<file path="src/rtl/fx_pkg.sv">
// Shared types and default formats for the fixed-point format converter.
// Fx<M,B> is a two's-complement word of 1+B bits with M integer bits and B-M fraction bits.
package fx_pkg;

    typedef enum logic [1:0] {
        TRUNC = 2'd0,
        RNE   = 2'd1,
        RHU   = 2'd2,
        RSVD  = 2'd3
    } round_mode_t;

    localparam int FX_M_IN_DEF  = 8;
    localparam int FX_B_IN_DEF  = 24;
    localparam int FX_M_OUT_DEF = 4;
    localparam int FX_B_OUT_DEF = 12;
    localparam int CNT_W        = 16;

    function automatic int max_int(input int a, input int b);
        return (a > b) ? a : b;
    endfunction

endpackage

</file>
<file path="src/rtl/fx_round.sv">
// Combinational fraction alignment and rounding into output-LSB units.
// D > 0 drops D fraction bits with guard/sticky rounding; D <= 0 shifts left exactly.
module fx_round
    import fx_pkg::*;
#(
    parameter int W_IN = 25,
    parameter int D    = 8,
    parameter int RW   = 26
) (
    input  logic signed [W_IN-1:0] value,
    input  round_mode_t            mode,
    output logic signed [RW-1:0]   rounded,
    output logic                   inexact
);

    logic signed [RW-1:0] ext;

    assign ext = {{(RW-W_IN){value[W_IN-1]}}, value};

    if (D > 0) begin : g_narrow
        logic                 guard;
        logic                 sticky;
        logic                 lsb;
        logic                 inc;
        logic signed [RW-1:0] floor_v;

        assign floor_v = ext >>> D;
        assign guard   = value[D-1];
        assign lsb     = value[D];

        if (D > 1) begin : g_sticky
            assign sticky = |value[D-2:0];
        end else begin : g_no_sticky
            assign sticky = 1'b0;
        end

        always_comb begin
            inc = 1'b0;
            case (mode)
                RNE:     inc = guard & (sticky | lsb);
                RHU:     inc = guard;
                default: inc = 1'b0;
            endcase
        end

        // RW carries a spare MSB so the increment carry out of the top magnitude bit survives
        assign rounded = floor_v + $signed({{(RW-1){1'b0}}, inc});
        assign inexact = guard | sticky;
    end else begin : g_widen
        assign rounded = ext <<< (-D);
        assign inexact = 1'b0;
    end

endmodule

</file>
<file path="src/rtl/fx_convert_stream.sv">
// Streaming Fx<FX_M_IN,FX_B_IN> -> Fx<FX_M_OUT,FX_B_OUT> converter with rounding, saturation,
// a two-stage valid/ready pipeline and a saturating overflow event counter.
module fx_convert_stream
    import fx_pkg::*;
#(
    parameter int FX_M_IN  = FX_M_IN_DEF,
    parameter int FX_B_IN  = FX_B_IN_DEF,
    parameter int FX_M_OUT = FX_M_OUT_DEF,
    parameter int FX_B_OUT = FX_B_OUT_DEF
) (
    input  logic                      clk_i,
    input  logic                      rst_i,
    input  logic                      in_valid_i,
    output logic                      in_ready_o,
    input  logic signed [FX_B_IN:0]   fixed_i,
    input  logic        [1:0]         round_mode_i,
    input  logic                      sat_en_i,
    output logic                      out_valid_o,
    input  logic                      out_ready_i,
    output logic signed [FX_B_OUT:0]  fixed_o,
    output logic                      ovf_o,
    output logic                      inexact_o,
    input  logic                      clr_count_i,
    output logic        [CNT_W-1:0]   ovf_count_o
);

    localparam int W_IN  = FX_B_IN + 1;
    localparam int W_OUT = FX_B_OUT + 1;
    localparam int F_IN  = FX_B_IN - FX_M_IN;
    localparam int F_OUT = FX_B_OUT - FX_M_OUT;
    localparam int D     = F_IN - F_OUT;
    localparam int SHL   = (D < 0) ? -D : 0;
    localparam int RW    = max_int(W_IN + SHL + 1, W_OUT + 1);

    localparam logic signed [RW-1:0] MAX_V = {{(RW-FX_B_OUT){1'b0}}, {FX_B_OUT{1'b1}}};
    localparam logic signed [RW-1:0] MIN_V = {{(RW-FX_B_OUT){1'b1}}, {FX_B_OUT{1'b0}}};

    // Returns {ovf, word}: clamps on overflow when sat is set, otherwise keeps the low bits.
    function automatic logic [W_OUT:0] saturate(input logic signed [RW-1:0] v, input logic sat);
        logic             hi;
        logic             lo;
        logic [W_OUT-1:0] word;
        hi = (v > MAX_V);
        lo = (v < MIN_V);
        if (sat && hi)
            word = MAX_V[W_OUT-1:0];
        else if (sat && lo)
            word = MIN_V[W_OUT-1:0];
        else
            word = v[W_OUT-1:0];
        return {hi | lo, word};
    endfunction

    logic                    load_p1;
    logic                    load_p2;
    logic signed [RW-1:0]    rnd_p0;
    logic                    inexact_p0;
    logic                    vld_p1;
    logic signed [RW-1:0]    rnd_p1;
    logic                    inexact_p1;
    logic                    sat_p1;
    logic        [W_OUT:0]   sat_res_p1;
    logic                    vld_p2;
    logic signed [W_OUT-1:0] fixed_p2;
    logic                    ovf_p2;
    logic                    inexact_p2;
    logic        [CNT_W-1:0] ovf_count;

    assign load_p2    = !vld_p2 || out_ready_i;
    assign load_p1    = !vld_p1 || load_p2;
    assign in_ready_o = load_p1;

    // ---- stage 0 -> 1: align and round ----
    fx_round #(
        .W_IN (W_IN),
        .D    (D),
        .RW   (RW)
    ) u_round (
        .value   (fixed_i),
        .mode    (round_mode_t'(round_mode_i)),
        .rounded (rnd_p0),
        .inexact (inexact_p0)
    );

    always_ff @(posedge clk_i or posedge rst_i) begin
        if (rst_i)
            vld_p1 <= 1'b0;
        else if (load_p1)
            vld_p1 <= in_valid_i;
    end

    always_ff @(posedge clk_i) begin
        if (load_p1 && in_valid_i) begin
            rnd_p1     <= rnd_p0;
            inexact_p1 <= inexact_p0;
            sat_p1     <= sat_en_i;
        end
    end

    // ---- stage 1 -> 2: range check, saturate, register outputs ----
    assign sat_res_p1 = saturate(rnd_p1, sat_p1);

    always_ff @(posedge clk_i or posedge rst_i) begin
        if (rst_i) begin
            vld_p2     <= 1'b0;
            fixed_p2   <= '0;
            ovf_p2     <= 1'b0;
            inexact_p2 <= 1'b0;
        end else if (load_p2) begin
            vld_p2 <= vld_p1;
            if (vld_p1) begin
                fixed_p2   <= sat_res_p1[W_OUT-1:0];
                ovf_p2     <= sat_res_p1[W_OUT];
                inexact_p2 <= inexact_p1;
            end
        end
    end

    // ---- output handshake: overflow event counter ----
    always_ff @(posedge clk_i or posedge rst_i) begin
        if (rst_i)
            ovf_count <= '0;
        else if (clr_count_i)
            ovf_count <= '0;
        else if (vld_p2 && out_ready_i && ovf_p2 && (ovf_count != {CNT_W{1'b1}}))
            ovf_count <= ovf_count + {{(CNT_W-1){1'b0}}, 1'b1};
    end

    assign out_valid_o = vld_p2;
    assign fixed_o     = fixed_p2;
    assign ovf_o       = ovf_p2;
    assign inexact_o   = inexact_p2;
    assign ovf_count_o = ovf_count;

endmodule
</file>
<file path="config.mk">
export PLATFORM = sky130hd
export DESIGN_NAME = fx_convert_stream
export DESIGN_NICKNAME = d
export VERILOG_FILES = /design/src/rtl/fx_pkg.sv /design/src/rtl/fx_round.sv /design/src/rtl/fx_convert_stream.sv
export SDC_FILE = /design/constraint.sdc
export NUM_CORES = 1
export LEC_CHECK = 0
export CORE_UTILIZATION = 57
export CTS_BUF_LIST = sky130_fd_sc_hd__clkbuf_4 sky130_fd_sc_hd__clkbuf_8
export CTS_CLUSTER_SIZE = 12
export DETAILED_ROUTE_END_ITERATION = 16
export HOLD_SLACK_MARGIN = 0.06
export MAX_ROUTING_LAYER = met4
export PLACE_DENSITY = 0.95
export SYNTH_ARGS = -nofsm -noshare
export SYNTH_HDL_FRONTEND = slang
export SYNTH_HIERARCHICAL = 1
export SYNTH_SLANG_ARGS = --single-unit
</file>
<file path="constraint.sdc">
create_clock -name clk_i -period 4.3 [get_ports clk_i]
set_clock_uncertainty 0.05 [all_clocks]
set_input_delay 1.29 -clock clk_i [delete_from_list [all_inputs] [get_ports clk_i]]
set_output_delay 1.29 -clock clk_i [all_outputs]
set_load 0.005 [all_outputs]
</file>
==> metrics.md, run 1 <==
| Metric | Value |
|---|---|
| Power, Total | `1.59 mW` |
| Combinational family with the most area after synthesis | `simple AND/OR/NAND/NOR gates` |
| Power per Cell Area | `397 mW/mm2` |
| Post-CTS resize count | `0` |
| Proportion of netlist area held by the largest area contributor | `0.274` |
| Part of the Yosys area used for sequential elements | `0.542` |
| Final cycle utilization of the critical path | `0.884` |
| Total detailed-routing wirelength | `6680 um` |
| Antenna viol nets, final | `0` |
| Total of fill cells in the finished design | `344` |
| Number of buffers inserted by post-CTS setup repair | `0` |
| Starting density of the core | `0.598` |
| Vias per inst | `6.14` |
| Core Area | `0.00514 mm2` |
| Max-capacitance violation count | `0` |
| TritonCTS buffer count | `9` |
| Transition at the pin with the smallest max-transition slack | `776 ps` |
| Root cell of the clock tree | `clkbuf_8` |
| Unrepaired setup endpoints after global routing | `false` |
| Simple-gate portion of the synthesized area | `0.216` |
| Final Max Slew Viols | `0` |
| Worst-case clock buffer depth | `2` |
| Number of flip-flops and latches in the synthesized netlist | `61` |
| Via count | `2405` |
| Worst flop-to-flop path startpoint | `ovf_count_o[0]` |
| Final non-filler cell area | `0.00399 mm2` |
| Full die area | `0.00569 mm2` |
| Data arrival time of the worst path | `2460 ps` |
| Crit start category | `primary input` |
| Clock tree from TritonCTS | `yes` |
| Post-CTS clock slew at the launch and capture registers of the worst setup and hold paths | `70 ps` |
| YS warnings | `6` |
| Mean instance size in the synthesized netlist | `12.1 um2` |
| Post-synth cell types | `49` |
| Endpoint of the worst register-to-register path | `ovf_count_o[14]` |
| Hold buffers post-CTS | `0` |
| Total cell area at the placement stage | `0.00372 mm2` |
| Global-route wire length before repair | `10800 um` |
| Share of the synthesized netlist area taken by xor and xnor gates | `0.0427` |
| Dominant cell type by area after synthesis | `edfxtp_1` |
| Horizontal extent of the die | `75.4 um` |
| Placed cell count | `376` |
| Class of the most critical hold timing path | `reg2reg` |
| Required time at the endpoint of the critical path | `2960 ps` |
| Largest net degree at the start of global routing | `29` |
| Overall die height | `75.4 um` |
| Number of antenna violations at the first check in global routing | `0` |
| Fmax achieved | `263 MHz` |
| Final #Nets | `355` |
| Reported leakage power | `1.51 nW` |
| Final worst path period need | `3800 ps` |
| Final setup vio count | `0` |
| Worst setup path endpoint | `in_ready_o` |
| Number of iterations in the first detailed-routing pass | `4` |
| Wire length per cell | `17.0 um` |
| Port buffer count | `65` |
| Std-Cell Rows | `26` |
| Dominant register cell in the synthesized netlist | `dfrtp_1` |
| Synth Net Count | `292` |
| Post-route DRC violation count | `0` |
| Start point of the critical path | `out_ready_i` |
| Largest voltage drop on the vdd net | `0.286 mV` |
| Number of antenna repair diodes | `0` |
| Total area of sequential cells | `0.00167 mm2` |
| Count of placed standard cells in the final layout, fillers left out | `392` |
| Global router's overall resource usage | `0.271` |
| Final RePlAce weighted congestion | `0.936` |
| Async SR Flop Fraction | `0.541` |
| Clock Latency Late Sink | `340 ps` |
| Worst reg-to-reg path cell count | `5` |
| Reg2reg setup slack | `2210 ps` |
| CP Class | `in2out` |
| Final hold violation count | `0` |
| Most area-consuming cells after synthesis | `edfxtp_1 27%, dfrtp_1 27%, a221o_1 3.9%` |
| Violation count after the first detailed-route iteration | `160` |
| Outcome | `finished, final reports clean` |
| Utilization after layout | `0.776` |
| Multiplexer share of the synthesized area | `0.0102` |
| Detailed placement HPWL | `4670 um` |
| Normalized max-slew margin | `0.478` |
| Endpoint class of the critical path | `primary output` |
| Total I/O pin count | `66` |
| CP Max Fanout | `4` |
| Total area of multi-input combinational cells | `0.00126 mm2` |
| Count of H-tree levels built during CTS | `3` |
| Gate count of the mapped netlist | `254` |
| Post-synthesis to final-layout area growth | `29.8%` |
| Post-synthesis compound-gate area fraction | `0.120` |
| Setup TNS | `0 ps` |
| Ratio of cells with drive above 1 in the final layout | `0.112` |
| Via count of the first global-routing pass | `2258` |
| Adder and majority cell fraction of the synthesized area | `0.0204` |
| Number of enable flip-flop cells after synthesis | `28` |
| Cell area after synthesis | `0.00307 mm2` |
| Number of clock sinks | `61` |
| GRT Residual Overflow | `0` |
[Yosys cell counts, drive strengths merged, types with 6 or more instances]
master / n
nand3: 11
inv: 10
or3: 6
dfrtp: 33
a21oi: 14
nor2: 6
edfxtp: 28
nand4: 14
xor2: 10
nand2: 13
a221o: 12
o21ai: 7
nor4: 12
buf: 13
[sequential cells by signal, indices dropped and copies added, names as in the netlist]
name and count:
rnd_p1 26, ovf_count_o 16, fixed_o 13, inexact_o 1, inexact_p1 1, out_valid_o 1
ovf_o 1, sat_p1 1, vld_p1 1
[through the flow]
stage,hold WS (ps),setup slack [ps]
2_1_floorplan,405,800
3_3_place_gp,410,402
3_5_place_dp,415,255
4_1_cts,436,497
5_1_grt,455,345
6_report,437,498
[where the power goes]
group | internal, mW | switching, mW
sequential | 0.664 | 0.0392
clock | 0.450 | 0.229
combinational | 0.119 | 0.0843
[critical path, stage by stage]
cell	delay [ps]
clkdlybuf4s50_1	500
nand3b_1	160
clkdlybuf4s50_1	510
[placed cells by master (no fill, tap or decap), drive strengths merged, types with 2 or more instances in the layout]
cell / count
nor3: 5
mux2i: 2
a221o: 12
and4b: 2
a31oi: 4
and3: 4
ha: 5
edfxtp: 28
nor2: 6
a311oi: 2
nand2: 13
inv: 11
clkdlybuf4s50: 65
xor2: 10
nand4: 14
a211oi: 2
and2: 3
nand2b: 4
o21ai: 7
or3: 6
clkbuf: 10
or4: 5
nor3b: 3
dfrtp: 33
nand3: 11
bufinv: 4
xnor2: 5
nor4: 12
o31ai: 4
buf: 3
a21oi: 14
and4: 3
[cell type report]
class | instances | share of cell area
Tap cell | 70 | 0.0220
Inverter | 10 | 0.00941
Clock inverter | 6 | 0.0336
Timing Repair Buffer | 68 | 0.169
Clock buffer | 10 | 0.0329
Multi-Input combinational cell | 167 | 0.316
Sequential cell | 61 | 0.418
[worst min-delay path by stage]
stage	start	endpoint	cells past startpoint
finish	rnd_p1[6]	fixed_o[6]	1
global route	rnd_p1[6]	fixed_o[6]	1
CTS	rnd_p1[6]	fixed_o[6]	1
detailed placement	rnd_p1[9]	fixed_o[9]	1
global placement	rnd_p1[2]	fixed_o[2]	1
floorplan	inexact_p1	inexact_o	1
[cell families (layout without fill, tap and decap cells)]
logic type	count (synthesis)	in the layout
AO/OA/AOI/OAI	50	50
XOR/XNOR	15	15
adder cells (fa/ha/maj)	5	5
buffers and inverters	26	94
flip-flops	61	61
multiplexers	3	3
AND/OR/NAND/NOR	94	94
[layer usage]
layer / global-route usage / share of wire / vias up
li1: - / - / 1116
met1: 0.315 / 0.40 / 1165
met2: 0.446 / 0.51 / 103
met3: 0.0714 / 0.059 / 21
met4: 0.115 / 0.029 / 0
met5: - / 0 / -
Note: power is estimated with default switching activity, not from simulation.
==> inputs of run 2 (changes only) <==
--- a/config.mk
+++ b/config.mk
@@ -16,3 +16,4 @@
 export SYNTH_HDL_FRONTEND = slang
 export SYNTH_HIERARCHICAL = 1
 export SYNTH_SLANG_ARGS = --single-unit
+export TNS_END_PERCENT = 10
==> results of run 2 <==
Final layout, timing and power as in run 1 (identical DEF).
